`src/rtl/motor_pwm_driver.sv`:
```
// H-bridge PWM driver: samples a signed duty command once per PWM period and
// drives one leg of the bridge, inserting all-off periods on direction reversal.
module motor_pwm_driver #(
  parameter int PWM_PERIOD   = 5000,
  parameter int MAX_DUTY     = 4000,
  parameter int DEAD_PERIODS = 1
) (
  input  logic               clk,
  input  logic               reset_n,
  input  logic               enable,
  input  logic signed [15:0] control_signal,
  output logic               in1,
  output logic               in2,
  output logic               dir,
  output logic               pwm_sync,
  output logic [12:0]        duty_active
);

  localparam int unsigned CW = ($clog2(PWM_PERIOD) > 13) ? $clog2(PWM_PERIOD) : 13;

  typedef enum logic [1:0] {COAST, FWD, REV, DEAD} state_e;

  state_e        state_q, state_d;
  logic [CW-1:0] cnt_q, cnt_d;
  logic [3:0]    dead_q, dead_d;
  logic [12:0]   duty_q, duty_d;
  logic          dir_q, dir_d;
  logic          in1_q, in1_d;
  logic          in2_q, in2_d;
  logic          sync_q;
  logic [16:0]   mag;
  logic [12:0]   cmd_duty;
  logic          cmd_pos, cmd_neg;
  logic          launch;
  logic          pulse_win;

  always_comb begin
    cnt_d    = (cnt_q == CW'(PWM_PERIOD - 1)) ? '0 : cnt_q + 1'b1;
    // 17-bit negation so that -32768 yields a magnitude of 32768
    mag      = control_signal[15] ? 17'(-{control_signal[15], control_signal})
                                  : {1'b0, control_signal};
    cmd_duty = (mag > 17'(MAX_DUTY)) ? 13'(MAX_DUTY) : mag[12:0];
    cmd_neg  = control_signal[15];
    cmd_pos  = !control_signal[15] && (control_signal != '0);

    state_d = state_q;
    duty_d  = duty_q;
    dead_d  = dead_q;
    dir_d   = dir_q;
    launch  = 1'b0;

    if (!enable) begin
      state_d = COAST;
      duty_d  = '0;
      dead_d  = '0;
    end else if (sync_q) begin
      case (state_q)
        COAST: launch = 1'b1;
        FWD: begin
          if (cmd_pos) duty_d = cmd_duty;
          else begin
            state_d = cmd_neg ? DEAD : COAST;
            duty_d  = '0;
            dead_d  = '0;
          end
        end
        REV: begin
          if (cmd_neg) duty_d = cmd_duty;
          else begin
            state_d = cmd_pos ? DEAD : COAST;
            duty_d  = '0;
            dead_d  = '0;
          end
        end
        DEAD: begin
          if (dead_q == 4'(DEAD_PERIODS - 1)) begin
            dead_d = '0;
            launch = 1'b1;
          end else begin
            dead_d = dead_q + 1'b1;
          end
        end
      endcase

      if (launch) begin
        if (cmd_pos) begin
          state_d = FWD;
          dir_d   = 1'b1;
          duty_d  = cmd_duty;
        end else if (cmd_neg) begin
          state_d = REV;
          dir_d   = 1'b0;
          duty_d  = cmd_duty;
        end else begin
          state_d = COAST;
          duty_d  = '0;
        end
      end
    end

    // Legs are registered from next-state so the pulse covers counts 1..duty
    pulse_win = (cnt_d != '0) && (cnt_d <= CW'(duty_d));
    in1_d     = (state_d == FWD) && pulse_win;
    in2_d     = (state_d == REV) && pulse_win;
  end

  always_ff @(posedge clk or negedge reset_n) begin
    if (!reset_n) begin
      cnt_q   <= '0;
      state_q <= COAST;
      duty_q  <= '0;
      dead_q  <= '0;
      dir_q   <= 1'b1;
      in1_q   <= 1'b0;
      in2_q   <= 1'b0;
      sync_q  <= 1'b0;
    end else begin
      cnt_q   <= cnt_d;
      state_q <= state_d;
      duty_q  <= duty_d;
      dead_q  <= dead_d;
      dir_q   <= dir_d;
      in1_q   <= in1_d;
      in2_q   <= in2_d;
      sync_q  <= (cnt_d == '0);
    end
  end

  assign in1         = in1_q;
  assign in2         = in2_q;
  assign dir         = dir_q;
  assign pwm_sync    = sync_q;
  assign duty_active = duty_q;

endmodule

```
`config.mk`:
```
export PLATFORM = sky130hd
export DESIGN_NAME = motor_pwm_driver
export DESIGN_NICKNAME = d
export VERILOG_FILES = /design/src/rtl/motor_pwm_driver.sv
export SDC_FILE = /design/constraint.sdc
export NUM_CORES = 1
export LEC_CHECK = 0
export BUFFER_PORTS_ARGS = -buffer_cell sky130_fd_sc_hd__buf_4
export CAP_MARGIN = 30
export CORE_ASPECT_RATIO = 1.2
export CORE_MARGIN = 5
export CORE_UTILIZATION = 35
export CTS_BUF_LIST = sky130_fd_sc_hd__clkbuf_4 sky130_fd_sc_hd__clkbuf_8
export DETAILED_ROUTE_END_ITERATION = 7
export GPL_TIMING_DRIVEN = 0
export PLACE_DENSITY = 0.54
export SETUP_SLACK_MARGIN = 0.4
export SYNTH_ARGS = -nofsm -noshare
export SYNTH_HDL_FRONTEND = slang
export SYNTH_SLANG_ARGS = --single-unit
```
`constraint.sdc`:
```
create_clock -name clk -period 3.3 [get_ports clk]
set_input_delay 0.66 -clock clk [delete_from_list [all_inputs] [get_ports clk]]
set_output_delay 0.66 -clock clk [all_outputs]
set_load 0.03 [all_outputs]
```
==> summary.md, run 1 <==
| Metric | Value |
|---|---|
| Max Slew Vio Count | `0` |
| Ys Warns | `0` |
| Worst relative slew slack | `0.5864` |
| DIE WIDTH | `approximately 94 um` |
| Share of layout cells above drive strength 1 | `0.2902` |
| Vias | `2686` |
| Hold/Removal Path Class | `in2async` |
| Crit. End Element | `register` |
| FF/Latch Area | `902.1 um2` |
| First DRT Iteration DRCs | `just under 100` |
| Fmax | `289.3 MHz` |
| Gr usage total | `0.1513` |
| Vias in the first global route | `between 2000 and 3000` |
| Distinct cells, synth | `70` |
| N_diodes | `0` |
| Final period utilization | `1.048` |
| CTS tree | `built` |
| Seq/Total Area, Yosys | `0.3012` |
| Final hold viol count | `0` |
| Final net count | `418` |
| Total wire length | `between 7000 and 8000 um` |
| Leakage | `1.589 nW` |
| Final setup skew | `3.251 ps` |
| Clk buf depth | `2` |
| Residual DRC count | `0` |
| Die area | `approximately 11000 um2` |
| Power density of the placed cells | `~240 nW/um2` |
| Post-Syn Instances | `~330` |
| Multi-input gate area | `between 2000 and 2500 um2` |
| Hpwl dp | `5797 um` |
| Worst VDD drop | `0.1559 mV` |
| Ys async rst share | `1.000` |
| WL per Instance | `15.66 um` |
| Htree depth | `2` |
| Detailed Routing Iterations Pass 1 | `4` |
| Starting Density | `0.3536` |
| Clk sinks | `36` |
| Final non-filler cell total | `496` |
| Tmin final | `3457 ps` |
| Post-synthesis register bit count | `36` |
| Flop-to-flop setup slack | `-20 ps` |
| Endpoints failing setup | `2` |
| Worst reg2reg path depth | `14` |
| Clk_lat worst skew | `280 ps` |
| Die Y-Extent | `roughly 110 um` |
| Area Growth Syn to Fin | `25.48%` |
| Antenna viol nets, final | `0` |
| Cts hold-fix bufs | `0` |
| Num CTS Buffers | `5` |
| Final worst slack | `-156.9 ps` |
| Core region area | `around 8500 um2` |
| Power, Total | `0.9140 mW` |
| WP data required | `3510 ps` |
| Utilization after layout | `0.4437` |
| Least-Margin Pin Slew | `616.3 ps` |
| Critical path arrival | `3660 ps` |
| CTS clock-pin slew for the worst setup and hold paths | `70 ps` |
| Fill cells | `822` |
| Post-synthesis instance area | `2995 um2` |
| Outcome | `finished with violations` |
| Worst Setup Path Type | `in2reg` |
| Crit-path max FO | `5` |
| Total negative slack | `-264.6 ps` |
| Port buffer count | `27` |
| RSZ-0062 raised after global routing | `yes` |
| Failing checks | `setup timing` |
| Synth Flop Type | `dfrtp_1` |
| Final hold slack | `328.5 ps` |
| Total gr overflow | `0` |
| Top Ports | `36` |
| Nature of the critical path startpoint | `primary input` |
| Syn nets | `368` |
| Cells after DPL | `472` |
| Largest net degree at the start of global routing | `37` |
| Synthesized area per cell | `9.132 um2` |
| Vias per cell | `5.415` |
| Initial antenna violation count | `0` |
| Global-route wire length before repair | `12790 um` |
| Std cell rows | `37` |
| EDFF count, synth | `0` |
| Max Cap Viol | `0` |
| Final GP Congestion | `0.8658` |
| Clock Root Buffer | `clkbuf_8` |
-- timing repair --
| item | 4_1_cts | 5_1_grt |
|---|---|---|
| endpoints found under the setup margin | 2 | 2 |
| setup buffers | 11 | 3 |
| pin swaps | 19 | 13 |
| resized for setup | 22 | 12 |
| cloned | 1 | 1 |
-- flip-flops by register name (all words and copies together), names as in the netlist --
signal,cells
cnt_q,13
duty_active,13
dead_q,4
state_q,2
dir,1
in1,1
in2,1
pwm_sync,1
-- cell families (layout without fill, tap and decap cells) --
| kind of cell | count (synthesis) | in the layout | share of synthesized area |
|---|---|---|---|
| compound gates | 89 | 89 | 0.2239 |
| fa+ha+maj | 21 | 21 | 0.08772 |
| simple gates | 112 | 112 | 0.2256 |
| mux | 7 | 7 | 0.02464 |
| flops | 36 | 36 | 0.3012 |
| xor+xnor | 24 | 24 | 0.07017 |
| buf+inv | 39 | 90 | 0.06683 |
-- cells in the mapped netlist, types with 3 or more instances --
library cell  count  area, um2
or3_1             3      18.77
nor3_1            8      40.04
xnor2_1          12      105.1
nand2_1          19      71.32
o21ai_0          15      75.07
mux2i_1           4      40.04
nor4b_1           3      26.28
a22o_1            3      26.28
nand3_1          11      55.05
nor2b_1           4      25.02
a31oi_1           7      43.79
a32oi_1           4      35.03
and2_1            3      18.77
ha_1             21      262.8
buf_6             6      67.56
a32o_1            8      80.08
a21oi_1          13      65.06
and3_1            4      25.02
dfrtp_1          35      875.8
nor2_1           21      78.83
xor2_1           12      105.1
a22oi_1           3      22.52
nor4_1            4      25.02
nand4_1          10      62.56
and4_1            3      26.28
clkbuf_1         11      41.29
buf_2             5      25.02
mux2_2            3      33.78
nand2b_1          4      25.02
o211ai_1          3      22.52
inv_1            14      52.55
a21o_1            3      22.52
-- metrics by stage --
stage / cell area (um2) / setup WS (ps)
finish: 3759 / -156.9
global route: 3759 / -394.2
CTS: 3679 / -169.5
detailed placement: 3405 / -716.3
global placement: 3405 / -666.8
floorplan: 3055 / -116.6
-- placed cells by master, fill, tap and decap left out, types with 11 or more instances in the layout --
cell / synthesis / final
buf_4: 0 / 37
dfrtp_1: 35 / 35
nor2_1: 21 / 21
nand2_1: 19 / 19
ha_1: 21 / 18
o21ai_0: 15 / 14
inv_1: 14 / 12
xnor2_1: 12 / 12
xor2_1: 12 / 12
nand3_1: 11 / 11
-- worst paths after layout --
| kind | start | endpoint |
|---|---|---|
| worst max-delay path | control_signal[5] | in1 |
| worst min-delay path | reset_n | in1 |
| worst max register to register | state_q[0] | in1 |
| worst min register to register | duty_active[3] | duty_active[3] |
| max in group asynchronous | reset_n | dir |
| min in group clk | duty_active[3] | duty_active[3] |
-- area by class of cell --
| class | instances | area share |
|---|---|---|
| Sequential cell | 36 | 0.2400 |
| Buffer | 25 | 0.04660 |
| Multi-Input combinational cell | 253 | 0.5446 |
| Tap cell | 117 | 0.03895 |
| Timing Repair Buffer | 43 | 0.08955 |
| Inverter | 14 | 0.01598 |
| Clock buffer | 8 | 0.02430 |
-- report_power, final --
part	internal (mW)	switching, mW
Combinational	0.0599	0.0846
Sequential	0.441	0.0000000000000000532
Clock	0.175	0.154
Total	0.676	0.238
-- critical path, cell delays in order --
cell and delay (ps):
buf_8 100, nor4_4 250, buf_4 170, nand4_1 150
nor4b_2 340, o31a_1 290, and2_4 190, buf_6 130
a32oi_2 110, ha_2 220, nor4_2 270, o21ai_1 100
o211ai_1 190, a32o_2 190, o211ai_1 120, nor3b_2 170
-- routing by layer --
metal	global-route usage	vias up	share of wire	wire, um
met5	0	-	0	0
met4	0.04331	0	0.012	91
met3	0.02095	6	0.027	206
met2	0.2576	45	0.52	4004
met1	0.1983	1309	0.45	3466
li1	-	1326	-	-
Note: power is estimated with default switching activity, not from simulation.
==> run 2: changes to the inputs <==
--- a/config.mk
+++ b/config.mk
@@ -9,11 +9,11 @@
 export CAP_MARGIN = 30
 export CORE_ASPECT_RATIO = 1.2
 export CORE_MARGIN = 5
-export CORE_UTILIZATION = 35
+export CORE_UTILIZATION = 45
 export CTS_BUF_LIST = sky130_fd_sc_hd__clkbuf_4 sky130_fd_sc_hd__clkbuf_8
 export DETAILED_ROUTE_END_ITERATION = 7
 export GPL_TIMING_DRIVEN = 0
-export PLACE_DENSITY = 0.54
+export PLACE_DENSITY = 0.67
 export SETUP_SLACK_MARGIN = 0.4
 export SYNTH_ARGS = -nofsm -noshare
 export SYNTH_HDL_FRONTEND = slang
==> run 2 against run 1 <==
The flow still finishes with violations (setup timing). Register-to-register slack got worse by 40 ps. Combinational power hardly changed. Count of clock-buffer cells in the layout is the same. Sequential share of layout area is 0.19 points lower. Sequential power barely moved. Largest power group unchanged.
==> summary.md, run 2 (synthesized netlist as in run 1, its figures left out) <==
| Metric | Value |
|---|---|
| Critical path arrival | `3620 ps (-40 ps)` |
| Met2 Use GR | `0.3044 (+0.04682)` |
| Vias per cell | `5.845 (+7.9%)` |
| Cell Int Power | `0.6883 mW (+1.9%)` |
| Utilization after layout | `0.5877 (+0.1441)` |
| Clk sinks | `36 (unchanged)` |
| Clk_lat worst skew | `280 ps (about the same)` |
| Initial antenna violation count | `0 (unchanged)` |
| Fill cells | `582 (-29%)` |
| Met1 usage | `0.2138 (+0.01553)` |
| Antenna viol nets, final | `0 (unchanged)` |
| Flop pwr share | `0.477 (-0.006)` |
| CTS clock-pin slew for the worst setup and hold paths | `70 ps (about the same)` |
| Crit. End Element | `register` |
| Final period utilization | `1.047 (about the same)` |
| Gr busiest metal | `met2` |
| Num CTS Buffers | `5 (unchanged)` |
| WP buf/inv | `3 (unchanged)` |
| Starting Density | `0.4647 (+0.1111)` |
| Crit-path max FO | `3 (-2)` |
| Met3 Use GR | `0.02734 (+0.006395)` |
| Endpoints failing setup | `2 (unchanged)` |
| Vias | `2747 (+2.3%)` |
| Vias in the first global route | `2594 (+0.27%)` |
| Gr usage total | `0.1729 (+0.02166)` |
| First DRT Iteration DRCs | `110 (+12%)` |
| CP top delay family | `simple AND/OR/NAND/NOR gates` |
| Multi-input gate area | `2023 um2 (-1.2%)` |
| Switching Power | `0.2355 mW (-1.2%)` |
| Final setup skew | `5.365 ps (+2.113 ps)` |
| Worst stage delay on the critical path | `370 ps (+30 ps)` |
| Final hold slack | `323.6 ps (-4.940 ps)` |
| Clk buf depth | `2 (unchanged)` |
| Share of layout cells above drive strength 1 | `0.2987 (+0.008464)` |
| Hold/Removal Path Class | `in2async` |
| Power, Total | `0.9238 mW (+1.1%)` |
| Global-route wire length before repair | `11950 um (-6.5%)` |
| Tmin final | `3454 ps (-3.295 ps)` |
| Final GP Congestion | `0.8833 (+2.0%)` |
| Total gr overflow | `0 (unchanged)` |
| Port buffer count | `27 (unchanged)` |
| Area Growth Syn to Fin | `26.48%` |
| CTS tree | `built` |
| RSZ-0062 raised after global routing | `yes` |
| Commonest non-fill, non-tap cell in the layout | `buf_4` |
| DIE WIDTH | `84.48 um (-11%)` |
| Nature of the critical path startpoint | `primary input` |
| Die Y-Extent | `99.38 um (-11%)` |
| Final worst slack | `-153.6 ps (+3.295 ps)` |
| Final net count | `424 (+1.4%)` |
| Worst relative slew slack | `0.5927 (+0.006337)` |
| WL per Instance | `16.03 um (+2.3%)` |
| Crit path cell chain | `buf_8, nor4_4, nand4_1, and4_1, o31a_1, buf_4, nand4_1, nand3_1, ha_1, and4_4, o211a_1, o211ai_1, a32o_2, buf_4, nor4bb_4` |
| Crit path depth | `15 (-1)` |
| Outcome | `finished with violations` |
| Combinational power share | `0.154 (-0.004)` |
| Worst VDD drop | `0.1218 mV (-22%)` |
| Cells after DPL | `440 (-6.8%)` |
| Failing checks | `setup timing` |
| Htree depth | `2 (unchanged)` |
| Clock power frac | `0.369 (+0.010)` |
| Std cell rows | `32 (-14%)` |
| Top Ports | `36 (unchanged)` |
| Leakage | `1.636 nW (+3.0%)` |
| Most frequent cells in the layout | `46 x buf_4, 35 x dfrtp_1, 21 x nor2_1` |
| Worst Setup Path Type | `in2reg` |
| Fmax | `289.6 MHz (about the same)` |
| Max Slew Vio Count | `0 (unchanged)` |
| Core region area | `6446 um2 (-24%)` |
| N_diodes | `0 (unchanged)` |
| Power density of the placed cells | `243.8 nW/um2 (+0.27%)` |
| Crit path max-delay cell type | `nor4_4` |
| Least-Margin Pin Slew | `606.8 ps (-9.442 ps)` |
| Hpwl dp | `5461 um (-5.8%)` |
| Largest net degree at the start of global routing | `37 (unchanged)` |
| Die area | `8395 um2 (-20%)` |
| WP data required | `3460 ps (-50 ps)` |
| Max Cap Viol | `0 (unchanged)` |
| Detailed Routing Iterations Pass 1 | `5 (+1)` |
| Residual DRC count | `0 (unchanged)` |
| Net Sw Frac | `0.2549 (-0.005780)` |
| Cts hold-fix bufs | `0 (unchanged)` |
| Final hold viol count | `0 (unchanged)` |
| Worst reg2reg path depth | `16 (+2)` |
| FF/Latch Area | `902.1 um2 (unchanged)` |
| Clock Root Buffer | `clkbuf_8` |
| Total wire length | `7533 um (-3.0%)` |
| Final non-filler cell total | `470 (-5.2%)` |
## run 2: changes by cell type in the layout (fill, tap and decap cells not counted), sizes merged
cell    delta
inv        -2
clkbuf     +2
clkinv     +2
buf        +4
## run 2: final cells by class
cell class,instances,area share
Buffer,25,0.04888
Multi-Input combinational cell,253,0.5340
Tap cell,85,0.02807
Clock buffer,8,0.02576
Timing Repair Buffer,49,0.1047
Sequential cell,36,0.2381
Inverter,14,0.02048
## run 2: metal layers
metal  wire, um  part of all wire
met1       3270              0.43
met2       3827              0.51
met3        295             0.039
met4        139             0.018
met5          0                 0
## run 2: power groups by stage
stage               clock network (mW)  registers [mW]  logic [mW]
finish                           0.340           0.441       0.142
global placement                     0           0.449       0.123
CTS                              0.348           0.441       0.132
floorplan                            0           0.450      0.0824
detailed placement                   0           0.449       0.124
global route                     0.365           0.441       0.157
## run 2: final timing paths
kind | from | end | slack (ps)
setup / recovery | control_signal[4] | in2 | -150
hold / removal | reset_n | cnt_q[1] | 320
setup reg to reg | dead_q[0] | in2 | -60
hold reg to reg | duty_active[2] | duty_active[2] | 530
max in group asynchronous | reset_n | dir | 2620
min in group clk | duty_active[2] | duty_active[2] | 530
## run 2: repair_timing
item / in CTS / in global routing
gates cloned: 0 / 1
resized for setup: 15 / 21
pin swaps: 17 / 15
hold endpoints to repair: 0 / 0
setup endpoints to repair: 2 / 2
buffers inserted: 10 / 11
## run 2: through the flow
step / instance area [um2] / setup TNS, ps / setup WS [ps]
2_1_floorplan: 3055 / -186.8 / -116.6
3_3_place_gp: 3364 / -1125 / -586.4
3_5_place_dp: 3364 / -1254 / -653.8
4_1_cts: 3592 / -118.9 / -103.2
5_1_grt: 3789 / -644.7 / -337.8
6_report: 3789 / -270.6 / -153.6
==> run 3: changes to the inputs <==
--- a/config.mk
+++ b/config.mk
@@ -8,13 +8,13 @@
 export BUFFER_PORTS_ARGS = -buffer_cell sky130_fd_sc_hd__buf_4
 export CAP_MARGIN = 30
 export CORE_ASPECT_RATIO = 1.2
-export CORE_MARGIN = 5
+export CORE_MARGIN = 2
 export CORE_UTILIZATION = 45
 export CTS_BUF_LIST = sky130_fd_sc_hd__clkbuf_4 sky130_fd_sc_hd__clkbuf_8
 export DETAILED_ROUTE_END_ITERATION = 7
 export GPL_TIMING_DRIVEN = 0
-export PLACE_DENSITY = 0.67
 export SETUP_SLACK_MARGIN = 0.4
+export SLEW_MARGIN = 10
 export SYNTH_ARGS = -nofsm -noshare
 export SYNTH_HDL_FRONTEND = slang
 export SYNTH_SLANG_ARGS = --single-unit
==> constraint.sdc (replaced) <==
create_clock -name clk -period 3.65 [get_ports clk]
set_input_delay 0.73 -clock clk [delete_from_list [all_inputs] [get_ports clk]]
set_output_delay 0.73 -clock clk [all_outputs]
set_load 0.03 [all_outputs]
==> run 3 against run 2 <==
Total power down 8.6%. Combinational power down 5%. Count of clock-buffer cells in the layout unchanged. Clock power down 8.5%. Via count down 0.44%. First-iteration DRC count up 17%. The run now ends clean. Non-clock buffer count unchanged. Critical endpoint is now in1. Worst setup slack better by 320 ps.
==> summary.md, run 3 (synthesized netlist as in run 1, its figures left out) <==
| Metric | Value |
|---|---|
| CP top delay family | `compound AO/OA/AOI/OAI gates` |
| Clock power frac | `0.368 (about the same)` |
| Final period utilization | `0.9554` |
| Worst stage delay on the critical path | `360 ps (about the same)` |
| CTS clock-pin slew for the worst setup and hold paths | `70 ps (about the same)` |
| First DRT Iteration DRCs | `129 (+17%)` |
| Clock Root Buffer | `clkbuf_8` |
| Starting Density | `0.4647 (unchanged)` |
| N_diodes | `0 (unchanged)` |
| Total gr overflow | `0 (unchanged)` |
| Area Growth Syn to Fin | `26.86%` |
| Combinational power share | `0.160 (+0.006)` |
| Largest net degree at the start of global routing | `37 (unchanged)` |
| Fin area | `3800 um2 (+0.30%)` |
| Port buffer count | `27 (unchanged)` |
| Most frequent cells in the layout | `42 x buf_4, 35 x dfrtp_1, 21 x nor2_1` |
| CTS tree | `built` |
| Crit-path max FO | `5 (+2)` |
| Final net count | `424 (unchanged)` |
| Final GP Congestion | `0.8084 (-8.5%)` |
| Least-Margin Pin Slew | `521.8 ps (-85.04 ps)` |
| Tmin final | `3487 ps` |
| Core region area | `6446 um2 (unchanged)` |
| Gr usage total | `0.2194 (+0.04645)` |
| Crit. End Element | `register` |
| Outcome | `complete, no violations` |
| WP data required | `3800 ps (+340 ps)` |
| Hpwl dp | `5408 um (-0.97%)` |
| DIE WIDTH | `78.48 um (-7.1%)` |
| Fmax | `286.8 MHz` |
| Final hold viol count | `0 (unchanged)` |
| Commonest non-fill, non-tap cell in the layout | `buf_4` |
| Leakage | `1.635 nW (about the same)` |
| Crit path cell chain | `buf_12, inv_6, ha_4, buf_6, nor4b_4, a31oi_1, xnor2_1, o31a_1, and2_4, buf_6, a32oi_2, ha_2, nand4_1, o21ai_1, o211ai_1, a32o_2, o211ai_1, nor3b_1` |
| Max Slew Vio Count | `0 (unchanged)` |
| Final worst slack | `162.7 ps (+316.3 ps)` |
| Residual DRC count | `0 (unchanged)` |
| Final hold slack | `387.6 ps (+63.99 ps)` |
| Antenna viol nets, final | `0 (unchanged)` |
| Die Y-Extent | `93.38 um (-6.0%)` |
| WL per Instance | `16.08 um (+0.33%)` |
| Power, Total | `0.8442 mW (-8.6%)` |
| Worst relative slew slack | `0.6521 (+0.05944)` |
| Nature of the critical path startpoint | `primary input` |
| Net Sw Frac | `0.2592 (+0.004326)` |
| Share of layout cells above drive strength 1 | `0.3039 (+0.005195)` |
| Placed cell area | `3364 um2 (unchanged)` |
| Max Cap Viol | `0 (unchanged)` |
| Cell Int Power | `0.6253 mW (-9.1%)` |
| Clk buf depth | `2 (unchanged)` |
| RSZ-0062 raised after global routing | `yes` |
| Vias in the first global route | `2657 (+2.4%)` |
| Global-route wire length before repair | `12700 um (+6.3%)` |
| Num CTS Buffers | `5 (unchanged)` |
| Clk sinks | `36 (unchanged)` |
| Pre-CTS WS | `-316.4 ps (+337.4 ps)` |
| Flop pwr share | `0.472 (-0.005)` |
| Hold/Removal Path Class | `in2async` |
| Detailed Routing Iterations Pass 1 | `4 (-1)` |
| Clk_lat worst skew | `290 ps (about the same)` |
| Top Ports | `36 (unchanged)` |
| Vias per cell | `5.819 (-0.44%)` |
| Die area | `7328 um2 (-13%)` |
| Crit path max-delay cell type | `ha_2` |
| Worst VDD drop | `0.1271 mV (+4.3%)` |
| Power density of the placed cells | `222.2 nW/um2 (-8.9%)` |
| Vias | `2735 (-0.44%)` |
| Final setup skew | `7.246 ps (+1.882 ps)` |
| Initial antenna violation count | `0 (unchanged)` |
| Endpoints failing setup | `0 (-2)` |
| Critical path arrival | `3640 ps (+20 ps)` |
| Switching Power | `0.2189 mW (-7.1%)` |
| Total wire length | `7558 um (+0.33%)` |
| Htree depth | `2 (unchanged)` |
| WP buf/inv | `4 (+1)` |
| Std cell rows | `32 (unchanged)` |
| Worst Setup Path Type | `in2reg` |
| Utilization after layout | `0.5895 (+0.001747)` |
## run 3: cell count changes in the layout (fill, tap and decap cells not counted), sizes merged
| cell | change |
|---|---|
| buf | +2 |
| clkbuf | -2 |
| clkinv | -2 |
| inv | +2 |
## run 3: power by group through the flow
stage               sequential (mW)  combinational [mW]  clock, mW
floorplan                     0.407              0.0745          0
global placement              0.406               0.113          0
detailed placement            0.406               0.114          0
CTS                           0.399               0.130      0.319
global route                  0.398               0.147      0.343
finish                        0.399               0.135      0.311
## run 3: repair_timing
| action | 4_1_cts | 5_1_grt |
|---|---|---|
| resized for setup | 24 | 16 |
| setup endpoints to repair | 2 | 2 |
| hold buffers | 0 | 0 |
| cloned | 1 | 0 |
| endpoints found under the hold margin | 0 | 0 |
| pin swaps | 24 | 15 |
| setup buffers | 17 | 4 |
## run 3: final timing paths
check | slack [ps] | depth (start not counted) | endpoint | from
worst min-delay path | 390 | 1 | cnt_q[4] | reset_n
max in group asynchronous | 2910 | 1 | dir | reset_n
min in group clk | 530 | 1 | duty_active[2] | duty_active[2]
worst min register to register | 530 | 1 | duty_active[2] | duty_active[2]
worst max register to register | 340 | 14 | in1 | state_q[0]
worst max-delay path | 160 | 18 | in1 | control_signal[0]
## run 3: final cells by class
type | count | area [um2]
Fill cell | 587 | 2646
Multi-Input combinational cell | 253 | 2066
Sequential cell | 36 | 902.1
Timing Repair Buffer | 49 | 391.6
Buffer | 25 | 176.4
Tap cell | 85 | 106.4
Clock buffer | 8 | 97.59
Inverter | 14 | 60.06
## run 3: stage by stage
step           cells  TNS, ps
3_5_place_dp     440   -582.6
3_3_place_gp     440   -597.0
5_1_grt          470        0
6_report         470        0
4_1_cts          466        0
2_1_floorplan    328        0
## run 3: per-layer routing
layer | up-vias | track usage | wire (um)
li1 | 1337 | - | -
met5 | - | 0 | 0
met4 | 0 | 0.05848 | 136
met3 | 12 | 0.03089 | 188
met1 | 1330 | 0.2630 | 3341
met2 | 56 | 0.4080 | 3893
